===== src/rtl/canvas_port_ctrl_if.sv =====
// Canvas port-B sharing bundle: CPU single-cell channel, rectangle-fill
// launch/status, and the port-B BRAM pins driven by the controller.
interface canvas_port_ctrl_if;
  logic       cpu_req;
  logic       cpu_we;
  logic [8:0] cpu_col;
  logic [7:0] cpu_row;
  logic [7:0] cpu_wdata;
  logic       cpu_ack;
  logic [7:0] cpu_rdata;

  logic       fill_start;
  logic [8:0] fill_col0;
  logic [7:0] fill_row0;
  logic [8:0] fill_w;
  logic [8:0] fill_h;
  logic [7:0] fill_color;
  logic       fill_busy;
  logic       fill_done;

  logic       web;
  logic [8:0] colb;
  logic [7:0] rowb;
  logic [7:0] dib;
  logic [7:0] dob;

  modport slave (
    input  cpu_req, cpu_we, cpu_col, cpu_row, cpu_wdata,
    output cpu_ack, cpu_rdata,
    input  fill_start, fill_col0, fill_row0, fill_w, fill_h, fill_color,
    output fill_busy, fill_done,
    output web, colb, rowb, dib,
    input  dob
  );

  modport master (
    output cpu_req, cpu_we, cpu_col, cpu_row, cpu_wdata,
    input  cpu_ack, cpu_rdata,
    output fill_start, fill_col0, fill_row0, fill_w, fill_h, fill_color,
    input  fill_busy, fill_done,
    input  web, colb, rowb, dib,
    output dob
  );
endinterface


===== src/rtl/canvas_port_ctrl.sv =====
// Canvas port-B controller: one access per cycle, shared between a CPU
// single-cell read/write channel (priority) and a row-major rectangle fill.
// The fill yields whenever the CPU is granted and always gets the slot after
// a CPU grant; out-of-canvas cells burn their slot with web=0.
module canvas_port_ctrl #(
  parameter int COLS = 336,
  parameter int ROWS = 256
) (
  input  logic              clk,
  input  logic              rst_n,
  canvas_port_ctrl_if.slave bus
);

  typedef enum logic [1:0] {IDLE, FILL, DONE} state_t;

  state_t     state, state_n;

  logic [8:0] col0_q;
  logic [7:0] color_q;
  logic [9:0] col_end_q;
  logic [9:0] row_end_q;
  logic [9:0] x_q;
  logic [9:0] y_q;
  logic [9:0] x_nx;
  logic [9:0] y_nx;

  logic       wr_vld_p0;
  logic       rd_vld_p0;
  logic       rd_vld_p1;
  logic       owed;

  logic       size_zero;
  logic       accept;
  logic       cpu_block;
  logic       cpu_grant;
  logic       fill_slot;
  logic       last_cell;
  logic       in_range;

  assign size_zero = (bus.fill_w == 9'd0) || (bus.fill_h == 9'd0);
  assign x_nx      = x_q + 10'd1;
  assign y_nx      = y_q + 10'd1;
  assign last_cell = (x_nx == col_end_q) && (y_nx == row_end_q);
  assign in_range  = (x_q < 10'(COLS)) && (y_q < 10'(ROWS));
  // One CPU access in flight; the ack cycle itself still belongs to the old request.
  assign cpu_block = wr_vld_p0 | rd_vld_p0 | rd_vld_p1 | bus.cpu_ack;

  // State register
  always_ff @(posedge clk or negedge rst_n) begin
    if (!rst_n) state <= IDLE;
    else        state <= state_n;
  end

  // Next state plus slot decision: CPU first unless the fill is owed a slot
  always_comb begin
    state_n   = state;
    accept    = 1'b0;
    cpu_grant = 1'b0;
    fill_slot = 1'b0;
    accept    = (state == IDLE) && bus.fill_start && !bus.fill_done;
    cpu_grant = bus.cpu_req && !cpu_block && !((state == FILL) && owed);
    fill_slot = (state == FILL) && !cpu_grant;
    case (state)
      IDLE:    if (accept) state_n = size_zero ? DONE : FILL;
      FILL:    if (fill_slot && last_cell) state_n = DONE;
      DONE:    state_n = IDLE;
      default: state_n = IDLE;
    endcase
  end

  // Fill status flags: busy covers the accepted start through the last slot
  always_ff @(posedge clk or negedge rst_n) begin
    if (!rst_n) begin
      bus.fill_busy <= 1'b0;
      bus.fill_done <= 1'b0;
      owed          <= 1'b0;
    end else begin
      bus.fill_busy <= (state_n != IDLE);
      bus.fill_done <= (state == DONE);
      if (cpu_grant)                          owed <= 1'b1;
      else if (fill_slot || state_n == IDLE)  owed <= 1'b0;
    end
  end

  // Port-B slot register: CPU grant, else the current fill cell, else no write
  always_ff @(posedge clk or negedge rst_n) begin
    if (!rst_n) begin
      bus.web  <= 1'b0;
      bus.colb <= 9'd0;
      bus.rowb <= 8'd0;
      bus.dib  <= 8'd0;
    end else if (cpu_grant) begin
      bus.web  <= bus.cpu_we;
      bus.colb <= bus.cpu_col;
      bus.rowb <= bus.cpu_row;
      if (bus.cpu_we) bus.dib <= bus.cpu_wdata;
    end else if (fill_slot) begin
      bus.web  <= in_range;
      bus.colb <= x_q[8:0];
      bus.rowb <= y_q[7:0];
      bus.dib  <= color_q;
    end else begin
      bus.web  <= 1'b0;
    end
  end

  // CPU completion tracker: write acks after one stage, read after two
  always_ff @(posedge clk or negedge rst_n) begin
    if (!rst_n) begin
      wr_vld_p0     <= 1'b0;
      rd_vld_p0     <= 1'b0;
      rd_vld_p1     <= 1'b0;
      bus.cpu_ack   <= 1'b0;
      bus.cpu_rdata <= 8'd0;
    end else begin
      wr_vld_p0   <= cpu_grant && bus.cpu_we;
      rd_vld_p0   <= cpu_grant && !bus.cpu_we;
      rd_vld_p1   <= rd_vld_p0;
      bus.cpu_ack <= wr_vld_p0 | rd_vld_p1;
      if (rd_vld_p1) bus.cpu_rdata <= bus.dob;
    end
  end

  // Fill walker: latch the rectangle on accept, step row-major on each fill slot
  always_ff @(posedge clk) begin
    if (accept) begin
      col0_q    <= bus.fill_col0;
      color_q   <= bus.fill_color;
      col_end_q <= {1'b0, bus.fill_col0} + {1'b0, bus.fill_w};
      row_end_q <= {2'b00, bus.fill_row0} + {1'b0, bus.fill_h};
      x_q       <= {1'b0, bus.fill_col0};
      y_q       <= {2'b00, bus.fill_row0};
    end else if (fill_slot) begin
      if (x_nx == col_end_q) begin
        x_q <= {1'b0, col0_q};
        y_q <= y_nx;
      end else begin
        x_q <= x_nx;
      end
    end
  end

endmodule

===== src/flat_wrapper.sv =====
// flat-port wrapper written by rule: the top's interface ports become plain ports
module canvas_port_ctrl_flat 
#(
  parameter int COLS = 336,
  parameter int ROWS = 256
)
  (clk, rst_n, bus_cpu_req, bus_cpu_we, bus_cpu_col, bus_cpu_row, bus_cpu_wdata, bus_cpu_ack, bus_cpu_rdata, bus_fill_start, bus_fill_col0, bus_fill_row0, bus_fill_w, bus_fill_h, bus_fill_color, bus_fill_busy, bus_fill_done, bus_web, bus_colb, bus_rowb, bus_dib, bus_dob);
  canvas_port_ctrl_if bus_i ();
  input  logic clk;
  input  logic rst_n;
  input wire logic [$bits(bus_i.cpu_req)-1:0] bus_cpu_req;
  input wire logic [$bits(bus_i.cpu_we)-1:0] bus_cpu_we;
  input wire logic [$bits(bus_i.cpu_col)-1:0] bus_cpu_col;
  input wire logic [$bits(bus_i.cpu_row)-1:0] bus_cpu_row;
  input wire logic [$bits(bus_i.cpu_wdata)-1:0] bus_cpu_wdata;
  output wire logic [$bits(bus_i.cpu_ack)-1:0] bus_cpu_ack;
  output wire logic [$bits(bus_i.cpu_rdata)-1:0] bus_cpu_rdata;
  input wire logic [$bits(bus_i.fill_start)-1:0] bus_fill_start;
  input wire logic [$bits(bus_i.fill_col0)-1:0] bus_fill_col0;
  input wire logic [$bits(bus_i.fill_row0)-1:0] bus_fill_row0;
  input wire logic [$bits(bus_i.fill_w)-1:0] bus_fill_w;
  input wire logic [$bits(bus_i.fill_h)-1:0] bus_fill_h;
  input wire logic [$bits(bus_i.fill_color)-1:0] bus_fill_color;
  output wire logic [$bits(bus_i.fill_busy)-1:0] bus_fill_busy;
  output wire logic [$bits(bus_i.fill_done)-1:0] bus_fill_done;
  output wire logic [$bits(bus_i.web)-1:0] bus_web;
  output wire logic [$bits(bus_i.colb)-1:0] bus_colb;
  output wire logic [$bits(bus_i.rowb)-1:0] bus_rowb;
  output wire logic [$bits(bus_i.dib)-1:0] bus_dib;
  input wire logic [$bits(bus_i.dob)-1:0] bus_dob;
  assign bus_i.cpu_req = bus_cpu_req;
  assign bus_i.cpu_we = bus_cpu_we;
  assign bus_i.cpu_col = bus_cpu_col;
  assign bus_i.cpu_row = bus_cpu_row;
  assign bus_i.cpu_wdata = bus_cpu_wdata;
  assign bus_cpu_ack = bus_i.cpu_ack;
  assign bus_cpu_rdata = bus_i.cpu_rdata;
  assign bus_i.fill_start = bus_fill_start;
  assign bus_i.fill_col0 = bus_fill_col0;
  assign bus_i.fill_row0 = bus_fill_row0;
  assign bus_i.fill_w = bus_fill_w;
  assign bus_i.fill_h = bus_fill_h;
  assign bus_i.fill_color = bus_fill_color;
  assign bus_fill_busy = bus_i.fill_busy;
  assign bus_fill_done = bus_i.fill_done;
  assign bus_web = bus_i.web;
  assign bus_colb = bus_i.colb;
  assign bus_rowb = bus_i.rowb;
  assign bus_dib = bus_i.dib;
  assign bus_i.dob = bus_dob;
  canvas_port_ctrl #(.COLS(COLS), .ROWS(ROWS)) u_core (.clk(clk), .rst_n(rst_n), .bus(bus_i));
endmodule

===== config.mk =====
export PLATFORM = sky130hd
export DESIGN_NAME = canvas_port_ctrl_flat
export DESIGN_NICKNAME = d
export VERILOG_FILES = /design/src/rtl/canvas_port_ctrl_if.sv /design/src/rtl/canvas_port_ctrl.sv /design/src/flat_wrapper.sv
export SDC_FILE = /design/constraint.sdc
export NUM_CORES = 1
export LEC_CHECK = 0
export CAP_MARGIN = 40
export CORE_ASPECT_RATIO = 0.6
export CORE_MARGIN = 2
export CORE_UTILIZATION = 26
export CTS_CLUSTER_SIZE = 10
export DETAILED_ROUTE_END_ITERATION = 6
export PLACE_DENSITY = 0.45
export SYNTH_ARGS = -nofsm -noshare
export SYNTH_HDL_FRONTEND = slang
export SYNTH_SLANG_ARGS = --single-unit

===== constraint.sdc =====
create_clock -name clk -period 3.6 [get_ports clk]
set_clock_uncertainty 0.05 [all_clocks]
set_input_delay 0.72 -clock clk [delete_from_list [all_inputs] [get_ports clk]]
set_output_delay 0.72 -clock clk [all_outputs]
set_load 0.02 [all_outputs]

==> flow_metrics.tcl, run 1 <==
set metrics [dict create \
    endpoint_kind "register" \
    drc 0 \
    wl_per_cell_um 16.4 \
    grt_pass1_wl_mm 22.3 \
    clk-insertion-delay-late_ns 0.34 \
    synthTopCellsByArea "edfxtp_1, dfrtp_1, ha_1, xnor2_1, nand2_1" \
    vias_per_cell 4.50 \
    drive_gt1_share_pct 7.91 \
    synth_nets 584 \
    tightest_slew_ns 0.902 \
    cts_tree "done" \
    layout_setup_ws_ns 0.647 \
    worstSetupPathType "register to register" \
    postCtsSetupBuffers 0 \
    r2r-end "u_core.x_q[5]$_DFFE_PP_" \
    clkTransAtPathRegs_ns 0.08 \
    async_flop_share_pct 43.0 \
    p_leak_nw 2.68 \
    fin_setup_tns_ns 0 \
    synth_flop_cell "edfxtp_1" \
    n_antenna_cell 0 \
    vdd_drop_max_uv 243 \
    ctsResizeCount 0 \
    cp_cell_sequence "ha_1, nand2_1, nor3_2, xor2_1, a2111oi_4, and3_1, buf_4, mux2i_1, o21ai_0" \
    ctsRootBufferMaster "clkbuf_16" \
    gp_congestion 0.780 \
    synth_top_cell_by_area "edfxtp_1" \
    critPathRequiredTime_ns 3.62 \
    slew_viol_final 0 \
    ios 118 \
    holdCritPathClass "primary input to async pin" \
    clock_sinks 100 \
    final.period_utilization_pct 82.0 \
    grt_pass1_vias 3890 \
    slowest_delay_ns 0.49 \
    avgSynthCellArea_um2 10.7 \
    reg2regPathDepth 9 \
    startpoint "u_core.x_q[1]$_DFFE_PP_" \
    cp_slowest_cell "and3_1" \
    cts_buffers 9 \
    die_x_um 186 \
    synth_edf_count 54 \
    cp-start-kind "register" \
    overflow 0 \
    outcome "complete, no violations" \
    reg2reg_slack_ns 0.65 \
    finalHoldViolCount 0 \
    rsz0062_at_grt "no" \
    port_buffers 117 \
    drt_wl_total_mm 14.3 \
    max_slew_margin_pct 39.9 \
    synthCells 482 \
    netlist.area_leader.share_pct 31.5 \
    fill_cells 1951 \
    core_area_um2 19200 \
    r2r-start "u_core.x_q[1]$_DFFE_PP_" \
    antenna_found_initial 0 \
    die_y_um 113 \
    mostFrequentLayoutCell "clkdlybuf4s50_1" \
    ant_nets 0 \
    final_cell_mix "clkdlybuf4s50_1, nand2_1, nor2_1" \
    path_buf_inv 1 \
    dieArea_um2 21000 \
    fmax_mhz 339 \
    nNetsFinal 704 \
    powerDensity_nw_per_um2 593 \
    syn_area_um2 5140 \
    num_vias 3926 \
    drtIter0Drc 240 \
    grt_max_degree 32 \
    synth-seq-cells 100 \
    syn_to_final_growth_pct 35.1 \
    h-tree-depth 3 \
    synth-seq-area-share_pct 53.6 \
    setup_violations 0 \
    clockBufferDepth 2 \
    core.rowCount 39 \
    synth.distinct_cells 50 \
    cap_violations 0 \
    dpl_worst_slack_ns 0.462 \
    period_needed_ns 2.95 \
    ys_warn_count 0 \
    grtUsageTotal_pct 14.0 \
    first_pass_iters 6 \
    start_util_pct 26.8 \
    worst-path-max-fanout 8 \
    cts_hold_buf 0 \
    arrival_ns 2.97 \
    cp_top_family "simple AND/OR/NAND/NOR gates" \
    hpwl_mm 11.1 \
]
## how the worst max path moves through the flow
stage / endpoint / slack, ns / cells past startpoint
after floorplan: u_core.x_q[7]$_DFFE_PP_ / 0.31 / 4
after global placement: u_core.col_end_q[8]$_DFFE_PP_ / 0.54 / 11
after global routing: u_core.x_q[5]$_DFFE_PP_ / 0.37 / 9
after detailed placement: u_core.row_end_q[8]$_DFFE_PP_ / 0.46 / 11
after CTS: u_core.x_q[5]$_DFFE_PP_ / 0.61 / 9
final: u_core.x_q[5]$_DFFE_PP_ / 0.65 / 9
## metal layers
layer / wire length, µm / global-route usage [%] / vias to the layer above
met5: 0 / 0 / -
met4: 48 / 2.68 / 0
met3: 814 / 3.41 / 5
met1: 8140 / 22.8 / 1865
li1: - / - / 1951
met2: 5280 / 18.3 / 105
## where the power goes
group / internal, mW / switching (mW)
Clock: 0.523 / 0.449
Sequential: 1.47 / 0.216
Combinational: 0.704 / 0.758
Total: 2.70 / 1.42
## per-stage QoR
step           utilization, %  cells  instance area (µm²)  hold WS, ns  power, mW
2_1_floorplan               -    482                 5140        0.304       2.53
4_1_cts                  36.2    873                 6950        0.207       4.18
5_1_grt                  36.2    873                 6950        0.214       4.38
3_3_place_gp             34.5    855                 6630        0.311       3.16
6_report                 36.2    873                 6950        0.213       4.12
3_5_place_dp             34.6    857                 6650        0.325       3.18
## synthesized netlist by cell type (2+ instances only)
cell type / number
a21o_1: 6
a21oi_1: 29
a31oi_1: 18
and3_1: 5
and4_1: 2
buf_1: 2
buf_2: 3
buf_6: 2
clkbuf_1: 13
dfrtp_1: 43
dfxtp_1: 3
edfxtp_1: 54
fa_1: 2
ha_1: 19
inv_1: 22
mux2_2: 9
mux2i_1: 8
nand2_1: 58
nand3_1: 12
nand4_1: 6
nor2_1: 55
nor2b_1: 3
nor3_1: 4
nor4_1: 5
o21ai_0: 14
o21ai_1: 4
o21bai_1: 4
o22ai_1: 9
o31ai_1: 2
or2_2: 2
xnor2_1: 25
xor2_1: 21
## logic make-up (layout without fill, tap and decap cells)
logic type / Yosys count / in the layout / synth area share [%]
AO/OA/AOI/OAI: 92 / 92 / 11.0
XOR/XNOR: 48 / 48 / 8.61
adder cells (fa/ha/maj): 21 / 21 / 5.40
flip-flops: 100 / 100 / 53.6
multiplexers: 17 / 17 / 3.53
AND/OR/NAND/NOR: 162 / 162 / 14.5
buffers and inverters: 42 / 167 / 3.43
## flip-flops by register name, summed over array words and instances (netlist names), 9 cells and up
name	flops
u_core.col0_q	9
u_core.row_end_q	10
u_core.col_end_q	10
u_core.bus.colb	9
u_core.x_q	10
u_core.y_q	10
## final cells by class
class | instances | area [µm²] | share of cell area, %
flip-flops and latches | 100 | 2760 | 39.7
multi-input cells | 340 | 2210 | 31.8
repair buffers | 129 | 1270 | 18.2
well taps | 266 | 333 | 4.79
clock buffers | 10 | 250 | 3.60
inverters | 22 | 82.6 | 1.19
clock inverters | 6 | 50.0 | 0.720
(Power assumes the default switching activity.)
==> run 2: changes to the inputs <==
clock period = 2.78 ns   (was 3.6 ns; I/O delays follow)
==> flow_metrics.tcl, run 2 (same netlist as run 1, synthesis figures left out) <==
set metrics [dict create \
    endpoint_kind "register" \
    num_vias 3974 \
    rsz0062_at_grt "no" \
    worstSetupPathType "register to register" \
    mostFrequentLayoutCell "clkdlybuf4s50_1" \
    clkTransAtPathRegs_ns 0.08 \
    grt_max_degree 37 \
    overflow 0 \
    vias_per_cell 4.46 \
    clk-insertion-delay-late_ns 0.34 \
    n_antenna_cell 0 \
    drive_gt1_share_pct 11.3 \
    die_x_um 186 \
    final_cell_mix "clkdlybuf4s50_1, nand2_1, nor2_1" \
    core_area_um2 19200 \
    layout_setup_ws_ns 0.195 \
    gp_congestion 0.768 \
    grt_pass1_vias 3963 \
    outcome "complete, no violations" \
    cts_tree "done" \
    wl_per_cell_um 15.5 \
    dpl_worst_slack_ns -0.0641 \
    hpwl_mm 10.8 \
    final.period_utilization_pct 93.0 \
    tightest_slew_ns 0.848 \
    fmax_mhz 387 \
    cp-start-kind "register" \
    max_slew_margin_pct 43.5 \
    fill_cells 1933 \
    clock_sinks 100 \
    vdd_drop_max_uv 354 \
    holdCritPathClass "primary input to async pin" \
    place_inst 874 \
    final_cells 892 \
    drt_wl_total_mm 13.8 \
    p_leak_nw 2.78 \
    antenna_found_initial 0 \
    cts_buffers 9 \
    ctsRootBufferMaster "clkbuf_16" \
    critPathRequiredTime_ns 2.81 \
    powerDensity_nw_per_um2 761 \
    worst-path-max-fanout 4 \
    start_util_pct 26.8 \
    h-tree-depth 3 \
    cap_violations 0 \
    clockBufferDepth 2 \
    die_y_um 113 \
    drtIter0Drc 289 \
    period_needed_ns 2.58 \
    grtUsageTotal_pct 13.6 \
    ant_nets 0 \
    drc 0 \
    first_pass_iters 5 \
    syn_to_final_growth_pct 38.8 \
    cts_hold_buf 0 \
    core.rowCount 39 \
    port_buffers 117 \
    postLayoutCoreUtil_pct 37.1 \
    ios 118 \
    finalHoldViolCount 0 \
    arrival_ns 2.61 \
    setup_violations 0 \
    grt_pass1_wl_mm 22.0 \
    slew_viol_final 0 \
    nNetsFinal 723 \
    dieArea_um2 21000 \
]
run 2: cell count changes in the layout (fill, tap and decap cells not counted), sizes merged:
cell / change
buf: +19
inv: -2
clkbuf: +1
clkinv: +1
run 2: metrics by stage:
step | area (µm²) | power [mW] | setup TNS (ns) | hold WS [ns]
floorplan | 5150 | 3.28 | 0 | 0.210
global placement | 6770 | 4.14 | 0 | 0.307
detailed placement | 6800 | 4.19 | -0.0815 | 0.312
CTS | 7100 | 5.48 | 0 | 0.150
global route | 7140 | 5.79 | 0 | 0.171
finish | 7140 | 5.44 | 0 | 0.141
run 2: final timing paths:
kind	start	endpoint	slack [ns]	cells past startpoint
hold reg to reg	u_core.rd_vld_p0$_DFF_PN0_	u_core.rd_vld_p1$_DFF_PN0_	0.32	0
hold / removal	rst_n	u_core.bus.rowb[7]$_DFFE_PN0P_	0.14	1
setup reg to reg	u_core.x_q[0]$_DFFE_PP_	u_core.x_q[6]$_DFFE_PP_	0.20	9
min in group clk	u_core.rd_vld_p0$_DFF_PN0_	u_core.rd_vld_p1$_DFF_PN0_	0.32	0
setup / recovery	u_core.x_q[0]$_DFFE_PP_	u_core.x_q[6]$_DFFE_PP_	0.20	9
max in group asynchronous	rst_n	u_core.bus.dib[7]$_DFFE_PN0P_	1.93	2
run 2: repair_timing:
action | 4_1_cts | 5_1_grt
setup endpoints to repair | 0 | 9
buffers inserted | 0 | 2
resized for setup | 0 | 5
run 2: where the power goes:
part,switching [mW],internal (mW)
registers,0.267,1.91
clock network,0.570,0.695
logic,1.00,0.993
total,1.84,3.60
run 2: routing by layer:
metal / up-vias / track usage, % / wire length (µm)
li1: 1990 / - / -
met1: 1892 / 21.9 / 7670
met2: 90 / 18.3 / 5410
met3: 2 / 2.96 / 689
met4: 0 / 2.52 / 37
met5: - / 0 / 0
run 2: worst max-delay path, cell delays in order (launching register included):
cell and delay, ns:
edfxtp_1 0.41, ha_2 0.23, xor2_2 0.19, xnor2_1 0.20, nand2_1 0.12, a2111oi_4 0.42, and3_4 0.28, buf_4 0.15
mux2i_1 0.18, o21ai_0 0.09
run 2: layout make-up:
| type | count | area (µm²) | area share, % |
|---|---|---|---|
| multi-input cells | 340 | 2230 | 31.3 |
| inverters | 22 | 82.6 | 1.16 |
| clock buffers | 11 | 264 | 3.70 |
| repair buffers | 148 | 1430 | 20.0 |
| flip-flops and latches | 100 | 2760 | 38.6 |
| clock inverters | 5 | 38.8 | 0.543 |
| well taps | 266 | 333 | 4.66 |
==> run 3: changes to the inputs <==
CTS_CLUSTER_SIZE = 28   (was 10)
SKIP_LAST_GASP = 1   (was not set)
TNS_END_PERCENT = 30   (was not set)
==> results of run 3 <==
No change in the layout: final DEF, timing and power equal those of run 2.
==> RTL change (flow settings as in run 1) <==
The 3 states of `state_t` get a one-hot encoding in 3 bits.
--- a/src/rtl/canvas_port_ctrl.sv
+++ b/src/rtl/canvas_port_ctrl.sv
@@ -11,7 +11,7 @@
   canvas_port_ctrl_if.slave bus
 );
 
-  typedef enum logic [1:0] {IDLE, FILL, DONE} state_t;
+  typedef enum logic [2:0] {IDLE = 3'b001, FILL = 3'b010, DONE = 3'b100} state_t;
 
   state_t     state, state_n;
 
Behaviour: no difference found for any inputs over 4 cycles, from zero or initial values and one cycle with rst_n low; so few cycles prove little.
==> RTL change against run 1 <==
Area after synthesis up 4.2%. Routed wire length up 2.2%. Power is 27% higher. Core utilization is 0.61 points lower. Cell area grew 2.9%. Setup slack better by 0.022 ns. Sequential cell count up 1. Largest power group is now combinational logic. Highest routed layer unchanged.
==> RTL change: results (changes against run 1) <==
| Metric | Value |
|---|---|
| Synth Area in Compound Gates | 12.7% (+1.8 points) |
| Register area share after synthesis | 51.9% (-1.6 points) |
| Die X | 189 µm (+2.0%) |
| Pwr dens | 734 nW/µm² (+24%) |
| Asr flop ratio synth | 43.6% (+0.56 points) |
| Critical path peak fanout | 15 (+7) |
| DR iter-0 viols | 226 (-5.8%) |
| Nets | 717 (+1.8%) |
| Inverters | 18 (-18%) |
| WL met3 | 912 µm (+12%) |
| Pre-CTS setup slack | 0.540 ns (+0.0779 ns) |
| Share of layout cells above drive strength 1 | 7.90% (about the same) |
| Seq area share | 38.9% (-0.74 points) |
| Worst path max stage delay | 0.54 ns (+0.05 ns) |
| CP max stage cell | or4_1 |
| Most frequent cell after synthesis | nor2_1 |
| Peak VDD IR | 0.000266 V (+9.4%) |
| HPWL Detailed | 11.3 mm (+1.7%) |
| Netlist cell types | 58 (+16%) |
| Placed cell area | 6850 µm² (+3.0%) |
| Leakage power | 2.80 nW (+4.5%) |
| Mapped Nets | 603 (+3.3%) |
| First drt pass iteration count | 4 (-2) |
| Status | complete, no violations |
| #FFs+latches synth | 101 (+1.0%) |
| Wire length on met2 | 4.95 mm (-6.2%) |
| Psw | 1.97 mW (+39%) |
| Multi-input gate share of total cell area | 33.4% (+1.5 points) |
| Initial Util | 26.6% (-0.12 points) |
| Vias/cell | 4.56 (+1.3%) |
| Post-Synth XOR/XNOR Area | 7.45% (-1.2 points) |
| Adder-cell share of the synthesized area | 5.18% (-0.22 points) |
| Multi-input gates | 356 (+4.7%) |
| Vias in the first global route | 4011 (+3.1%) |
| Overall Global Routing Usage | 13.8% (-0.17 points) |
| Final Non-Filler Cells | 893 (+2.3%) |
| Signal buf overhead | 17.7% (-0.47 points) |
| Worst Max-Slew Pin Slew | 0.644 ns (-0.258 ns) |
## RTL change: cell count changes after synthesis, sizes merged, moves of 5 or more
cell,before,now
mux2i,8,17
xor2,21,16
a21oi,30,36
a31oi,18,3
clkbuf,13,18
o22ai,9,20
nor2,55,63
nand2,58,38
## RTL change: path summary, 6_finish.rpt
path	start	to	slack, ns	cells past startpoint
min in group clk	u_core.rd_vld_p0$_DFF_PN0_	u_core.rd_vld_p1$_DFF_PN0_	0.33	0
worst min-delay path	rst_n	u_core.bus.dib[6]$_DFFE_PN0P_	0.23	1
worst max-delay path	u_core.x_q[0]$_DFFE_PP_	u_core.y_q[9]$_SDFFE_PP0P_	0.67	8
max in group asynchronous	rst_n	u_core.state[0]$_DFF_PN1_	2.71	2
worst min register to register	u_core.rd_vld_p0$_DFF_PN0_	u_core.rd_vld_p1$_DFF_PN0_	0.33	0
worst max register to register	u_core.x_q[0]$_DFFE_PP_	u_core.y_q[9]$_SDFFE_PP0P_	0.67	8
## RTL change: cell families after synthesis
logic type | Yosys count
simple gates | 154
compound gates | 110
flops | 101
xor+xnor | 44
buf+inv | 44
mux | 27
fa+ha+maj | 21
## RTL change: per-layer routing
| metal | up-vias | GRT usage, % |
|---|---|---|
| met5 | - | 0 |
| met4 | 0 | 2.89 |
| met3 | 11 | 3.79 |
| met2 | 137 | 16.4 |
| met1 | 1890 | 23.3 |
| li1 | 2032 | - |
## RTL change: worst max-delay path: cells and delay by family (launching register included)
kind / cells / cell delay, ns
and+or+nand+nor: 4 / 1.34
DFF: 1 / 0.50
adders and majority gates: 1 / 0.43
muxes: 1 / 0.29
AOI/OAI and AO/OA: 2 / 0.27
